<file path="src/rtl/cla_pkg.sv">
// cla_pkg: shared FSM state type, nibble width and counter-width helper for cla_seq_adder
package cla_pkg;
  typedef enum logic [1:0] {IDLE, RUN, DONE} state_t;
  localparam int NIB_W = 4;
  function automatic int cnt_w(input int n);
    return n > 1 ? $clog2(n) : 1;
  endfunction
endpackage

</file>
<file path="src/rtl/cla4_slice.sv">
// cla4_slice: combinational 4-bit lookahead slice; in a,b,c0; out s, c4, c3 (carry into bit 3)
module cla4_slice
  import cla_pkg::*;
(
  input  logic [NIB_W-1:0] a,
  input  logic [NIB_W-1:0] b,
  input  logic             c0,
  output logic [NIB_W-1:0] s,
  output logic             c4,
  output logic             c3
);
  logic [3:0] p, g;
  logic c1, c2;
  assign p  = a ^ b;
  assign g  = a & b;
  assign c1 = g[0] | p[0] & c0;
  assign c2 = g[1] | p[1] & g[0] | p[1] & p[0] & c0;
  assign c3 = g[2] | p[2] & g[1] | p[2] & p[1] & g[0] | p[2] & p[1] & p[0] & c0;
  assign c4 = g[3] | p[3] & g[2] | p[3] & p[2] & g[1] | p[3] & p[2] & p[1] & g[0]
            | p[3] & p[2] & p[1] & p[0] & c0;
  assign s  = p ^ {c3, c2, c1, c0};
endmodule

</file>
<file path="src/rtl/cla_seq_adder.sv">
// cla_seq_adder: nibble-serial CLA add/sub; ports clk rst_n, in_valid/in_ready a b cin op_sub, out_valid/out_ready sum cout busy, ovf when CLA_SEQ_OVF_EN
module cla_seq_adder
  import cla_pkg::*;
#(
  parameter int WIDTH = 16
) (
  input  logic             clk,
  input  logic             rst_n,
  input  logic             in_valid,
  output logic             in_ready,
  input  logic [WIDTH-1:0] a,
  input  logic [WIDTH-1:0] b,
  input  logic             cin,
  input  logic             op_sub,
  output logic             out_valid,
  input  logic             out_ready,
  output logic [WIDTH-1:0] sum,
  output logic             cout,
`ifdef CLA_SEQ_OVF_EN
  output logic             ovf,
`endif
  output logic             busy
);
  localparam int NUM_NIB = WIDTH / NIB_W;
  localparam int CW = cnt_w(NUM_NIB);
  state_t st;
  logic [WIDTH-1:0] a_r, b_r;
  logic [CW-1:0] idx;
  logic cy, c4, c3;
  logic [NIB_W-1:0] s;
  logic last;
  assign last = idx == CW'(NUM_NIB - 1);
  cla4_slice u_slice (
    .a (a_r[idx*NIB_W +: NIB_W]),
    .b (b_r[idx*NIB_W +: NIB_W]),
    .c0(cy),
    .s (s),
    .c4(c4),
`ifdef CLA_SEQ_OVF_EN
    .c3(c3)
`else
    .c3()
`endif
  );
`ifndef CLA_SEQ_OVF_EN
  assign c3 = 1'b0;
`endif
  always_ff @(posedge clk or negedge rst_n) begin
    if (!rst_n) begin
      st        <= IDLE;
      a_r       <= '0;
      b_r       <= '0;
      cy        <= 1'b0;
      idx       <= '0;
      sum       <= '0;
      cout      <= 1'b0;
      in_ready  <= 1'b1;
      out_valid <= 1'b0;
      busy      <= 1'b0;
`ifdef CLA_SEQ_OVF_EN
      ovf       <= 1'b0;
`endif
    end else begin
      case (st)
        IDLE: if (in_valid) begin
          a_r      <= a;
          b_r      <= op_sub ? ~b : b;
          cy       <= op_sub | cin;
          idx      <= '0;
          st       <= RUN;
          in_ready <= 1'b0;
          busy     <= 1'b1;
        end
        RUN: begin
          sum[idx*NIB_W +: NIB_W] <= s;
          cy <= c4;
          if (last) begin
            st        <= DONE;
            out_valid <= 1'b1;
            cout      <= c4;
`ifdef CLA_SEQ_OVF_EN
            ovf       <= c3 ^ c4;
`endif
          end else idx <= idx + 1'b1;
        end
        DONE: if (out_ready) begin
          st        <= IDLE;
          out_valid <= 1'b0;
          busy      <= 1'b0;
          in_ready  <= 1'b1;
        end
        default: st <= IDLE;
      endcase
    end
  end
endmodule

</file>
<file path="config.mk">
export PLATFORM = sky130hd
export DESIGN_NAME = cla_seq_adder
export DESIGN_NICKNAME = d
export VERILOG_FILES = /design/src/rtl/cla_pkg.sv /design/src/rtl/cla4_slice.sv /design/src/rtl/cla_seq_adder.sv
export SDC_FILE = /design/constraint.sdc
export NUM_CORES = 1
export LEC_CHECK = 0
export CORE_MARGIN = 2
export CORE_UTILIZATION = 40
export CTS_CLUSTER_DIAMETER = 150
export DETAILED_ROUTE_END_ITERATION = 10
export PLACE_DENSITY = 0.65
export SYNTH_ARGS = -nofsm -noshare
export SYNTH_HDL_FRONTEND = slang
export SYNTH_SLANG_ARGS = --single-unit
</file>
<file path="constraint.sdc">
create_clock -name clk -period 7.4 [get_ports clk]
set_input_delay 1.48 -clock clk [delete_from_list [all_inputs] [get_ports clk]]
set_output_delay 1.48 -clock clk [all_outputs]
set_load 0.01 [all_outputs]
</file>
Word level (Yosys, flattened, before mapping)
Cells that the tools add are included.
Operators by class
  add/sub/neg operators: 2
  eq/ne operators: 7
  shift operators: 4
  muxes and demuxes: 19
  bitwise operators: 31
  reduce and logical (&&, ||, !) cells: 11
Operators with widths (count)
  negation 4 -> 34 bit: 1
  variable shift 4 x 34 -> 16 bit, first input constant: 1
  indexed part select 4 x 34 -> 16 bit: 1
  indexed part select 16 x 5 -> 4 bit: 2
  bitwise AND 1 bit: 16
  bitwise mux 16 bit: 1
  2-to-1 mux 16 bit: 1
  NOT 16 bit: 1
  AND reduction 3 bit: 4
  OR 1 bit: 11
  2-to-1 mux 2 bit: 5
  != test 2 bit, second input constant: 4
  case mux 1 bit (2 select lines): 4
  bitwise XOR 4 bit: 2
  2-to-1 mux 1 bit: 6
  case mux 2 bit (3 select lines): 1
  AND reduction 2 bit: 3
  nonzero test 2 bit: 3
  bitwise AND 4 bit: 1
  equality test 2 bit, second input constant: 2
  case mux 2 bit (2 select lines): 1
  adder 2 x 1 -> 2 bit, second input constant: 1
  equality test 2 x 1 -> 1 bit, second input constant: 1
  zero test 2 bit: 1
Storage, ports and cells
  bits in registers: 57
  input bits: 38
  output and inout port bits: 20

Longest topological paths before layout
  depth in word-level cells: 9
  depth in mapped cells: 7
  depth with buffers taken out: 6

Modules after synthesis
From an unflattened synthesis, not the netlist that was laid out.
Unflattened totals
  cell total of the unflattened synthesis: 222
  area total of the unflattened synthesis: 2887.8 um2
By module, submodules not included
  cla_seq_adder: instances 1, cells an instance 204, area an instance 2732.6 um2
  cla4_slice: instances 1, cells an instance 18, area an instance 155.1 um2

Worst setup path before layout
OpenSTA, ideal clock, no wires.
  path kind: flip-flop to flip-flop
  start: reg idx[0]
  end: reg sum[3]
  setup time: 0.121 ns
  data arrival time: 2.285 ns
  required time: 7.279 ns
  path slack: 4.994 ns
  cell stages (with the launch flop): 8
  buffers on the path: 1
  path through: dfrtp_1 > buf_4 > mux4_2 > ha_1 > a41oi_1 > o21ai_0 > xor2_1 > a22o_1
Between the ends
  longest elaborated chain between the ends: 9
RTL lines
  start, declared: RTL line cla_seq_adder.sv:28  | logic [CW-1:0] idx;
  start signal, assigned: RTL line cla_seq_adder.sv:84  | end else idx <= idx + 1'b1;
  indexed part select 16 x 5 -> 4 bit (on tied branches): RTL line cla_seq_adder.sv:34, cla_seq_adder.sv:35
  bitwise XOR 4 bit / bitwise AND 4 bit (equally long branches): RTL line cla4_slice.sv:14, cla4_slice.sv:15
  bitwise AND 1 bit: RTL line cla4_slice.sv:18  | assign c3 = g[2] | p[2] & g[1] | p[2] & p[1] & g[0] | p[2] & p[1] & p[0] & c0;
  OR 1 bit / bitwise AND 1 bit (equally long branches) (2 in series): RTL line cla4_slice.sv:18
  OR 1 bit: RTL line cla4_slice.sv:18
  bitwise XOR 4 bit: RTL line cla4_slice.sv:21  | assign s = p ^ {c3, c2, c1, c0};
  indexed part select 4 x 34 -> 16 bit: RTL line cla_seq_adder.sv:75  | sum[idx*NIB_W +: NIB_W] <= s;
  bitwise mux 16 bit (*): RTL line cla_seq_adder.sv:75
  end signal, assigned by index: RTL line cla_seq_adder.sv:75
  end, declared: RTL line cla_seq_adder.sv:17  | output logic [WIDTH-1:0] sum,
Mark *: on every way between the ends. The rest lies on a longest branch, timed or not.
A chain may end at the register's enable or synchronous reset.

Final worst setup path
  start: in in_valid
  end: reg idx[0]
Between the ends
  longest elaborated chain between the ends: 2
RTL lines
  start, declared: RTL line cla_seq_adder.sv:9  | input logic in_valid,
  != test 2 bit (no source line)
  AND reduction 3 bit (no source line)
Every way passes these cells.

==> results.md <==
* Synthesized area at 2740 um2
* Worst-Margin Slew at just over 1 ns
* Setup-failing EPs final at 0
* Yosys cell types at 30
* Synth area leaders: dfrtp_1 (51%), nand2_1 (9.9%), mux4_2 (6.6%)
* Starting Density at 0.408
* Initial drt markers at 82
* Final hold vios at 0
* ANT nets after route at 0
* Antenna Cells at 0
* Max-cap violation count at 0
* Port Buffers at 57
* Post-synth top area share at 0.511
* Routed Wire Length at between 5000 and 6000 um
* Syn_area_per_cell at 10.8 um2
* Root buffer cell: clkbuf_8
* CTS Hold Bufs at 0
* Gate Count Post-Synth at 254
* First-pass iteration count of the detailed router at 4
* Routed via count at 1,988
* Period utilisation layout at 0.427
* Fmax at 0.317 GHz
* PostCTS Resize Cnt at 0
* IO Pins at 58
* Post-synth top cells: nand2_1 (72), dfrtp_1 (56), o21ai_0 (20)
* Clock transition at path regs at 0.06 ns
* Skew-Pair Late Insertion Delay at between 0.3 and 0.4 ns
* DP Area at 3370 um2
* Slew headroom at 0.317
* Placement Rows at 30
* Area leader, netlist: dfrtp_1
* CP Launch Type: primary input
* Non-filler cells, final at 396
* Worst path arrival time at 3.37 ns
* Syn_nets at 303
* Pin count of the biggest net entering global routing at 58
* Status: completed
* Vias in the first global route at about 2k
* Grt total ovfl at 0
* Final clock skew at roughly 0.0041 ns
* Via-to-Cell Ratio at 5.02
* Ys flop type: dfrtp_1
* Initial antenna violation count at 0
* Synth-to-layout area growth at 28.1%
* Filler cell count at 607
* WHS at around 0.47 ns
* Post-CTS Repair Setup Buffers at 0
* Clock buffer count from CTS at 9
* Post-route cell area at between 3000 and 4000 um2
* Slew Viols, Final at 0
* Post-synth ARST share at 1.00
* Setup tns final at 0 ns
* TritonCTS Sinks at 57
* Power density over cell area at 435 nW/um2
* Core ar. at about 6700 um2
* Leakage at 1.58 nW
* Seq/Total Area, Yosys at 0.521
* First-pass GRT wire length at 9180 um
* Placed Cells at 382
* Layout cells sized above 1 at 0.0823
* Die Area at about 7500 um2
* Chip width at 86.8 um
* Clk buf depth at 2
* CP required at around 7.6 ns
* EDFF count, synth at 0
* GRT Total Usage at 0.158
* Drt wl/cell at between 10 and 15 um
* DP HPWL at 3810 um
* H-tree depth at 3
* Final #Nets at 362
* RSZ-0062 raised after global routing: false
* YS warnings at 0
* Crit Path Class: primary input to register
* Minimum clock period at 3.16 ns
* Die Y at between 80 and 90 um
* Crit Path Max Fanout at 17
* CP endpoint kind: register
* Count leader, synth: nand2_1
* RePlAce Congestion at 0.748
* VDD IR max at 0.185 mV
* # DRC at 0
* Worst hold path type: register to register
* Yosys reg bits at 57
* CTS tree: done
cells in the final DEF (no fill, tap or decap):
master | synthesis | final
mux4_2 | 8 | 8
a211oi_1 | 2 | 2
nand2b_1 | 2 | 2
nor4b_4 | 2 | 2
a21o_1 | 1 | 1
clkbuf_8 | 0 | 9
clkinv_2 | 0 | 1
nand3b_1 | 1 | 1
clkbuf_1 | 4 | 4
a21oi_1 | 9 | 9
dfstp_2 | 1 | 1
buf_4 | 2 | 2
inv_1 | 8 | 8
ha_1 | 10 | 10
a22o_1 | 16 | 16
nor3_1 | 2 | 2
mux2_2 | 1 | 1
nor4_1 | 1 | 1
nor2_1 | 5 | 5
nand2_1 | 72 | 72
a41oi_1 | 1 | 1
clkdlybuf4s50_1 | 0 | 56
nand2_2 | 1 | 1
nand3_1 | 1 | 1
a32o_1 | 1 | 1
nor2b_1 | 1 | 1
xnor2_1 | 17 | 17
xor2_1 | 2 | 2
o31ai_1 | 1 | 1
dfrtp_1 | 56 | 56
o21ai_0 | 20 | 20
fa_1 | 1 | 1
buf_2 | 5 | 1
path summary, 6_finish.rpt:
| kind | to | slack, ns | from | cells after the start |
|---|---|---|---|---|
| setup reg to reg | sum[11]$_DFFE_PN0P_ | 4.49 | idx[0]$_DFFE_PN0P_ | 6 |
| setup / recovery | idx[0]$_DFFE_PN0P_ | 4.24 | in_valid | 5 |
| min in group asynchronous | a_r[0]$_DFFE_PN0P_ | 1.29 | rst_n | 2 |
| hold / removal | a_r[15]$_DFFE_PN0P_ | 0.47 | a_r[15]$_DFFE_PN0P_ | 2 |
| max in group asynchronous | b_r[12]$_DFFE_PN0P_ | 5.64 | rst_n | 2 |
| hold reg to reg | a_r[15]$_DFFE_PN0P_ | 0.47 | a_r[15]$_DFFE_PN0P_ | 2 |
power by group:
group          leakage (nW)  internal (mW)  switching (mW)  total [mW]
sequential            0.722          0.446           0.106       0.552
clock                0.0733          0.117           0.106       0.223
combinational         0.782          0.347           0.406       0.753
total                  1.58          0.910           0.618        1.53
critical path, stage by stage:
cell	delay, ns
clkdlybuf4s50_1	0.53
nand2b_1	0.09
nor2_1	0.77
nor2_1	0.18
mux2_2	0.31
final cells by class:
cell class | count | area, um2 | area share
Sequential cell | 57 | 1430 | 0.407
Multi-Input combinational cell | 178 | 1230 | 0.350
Timing Repair Buffer | 59 | 581 | 0.165
Clock buffer | 13 | 139 | 0.0396
Tap cell | 80 | 100 | 0.0285
Inverter | 8 | 30.0 | 0.00856
Clock inverter | 1 | 5.00 | 0.00143
per-stage QoR:
| step | setup WS, ns | power, mW | utilization |
|---|---|---|---|
| after floorplan | 4.99 | 1.07 | - |
| after global placement | 3.88 | 1.31 | 0.501 |
| after CTS | 4.19 | 1.55 | 0.522 |
| final | 4.24 | 1.53 | 0.522 |
| after global routing | 4.05 | 1.67 | 0.522 |
| after detailed placement | 3.85 | 1.32 | 0.501 |
registers in the layout, indices dropped and copies added (netlist names):
register,count
a_r,16
b_r,16
sum,16
idx,2
st,2
busy,1
cout,1
cy,1
in_ready,1
out_valid,1
logic make-up (layout without fill, tap and decap cells):
| family | count (synthesis) | in the layout | share of synthesized area |
|---|---|---|---|
| simple gates | 88 | 88 | 0.142 |
| flops | 57 | 57 | 0.521 |
| buf+inv | 19 | 81 | 0.0310 |
| fa+ha+maj | 11 | 11 | 0.0530 |
| compound gates | 51 | 51 | 0.122 |
| xor+xnor | 19 | 19 | 0.0607 |
| mux | 9 | 9 | 0.0699 |
metal layers:
| layer | global-route usage | share of wire | vias up |
|---|---|---|---|
| met5 | 0 | 0 | - |
| met4 | 0.0511 | 0.015 | 0 |
| met3 | 0.0514 | 0.051 | 8 |
| met2 | 0.246 | 0.46 | 55 |
| met1 | 0.212 | 0.47 | 938 |
| li1 | - | - | 987 |
Note: power is estimated with default switching activity, not from simulation.
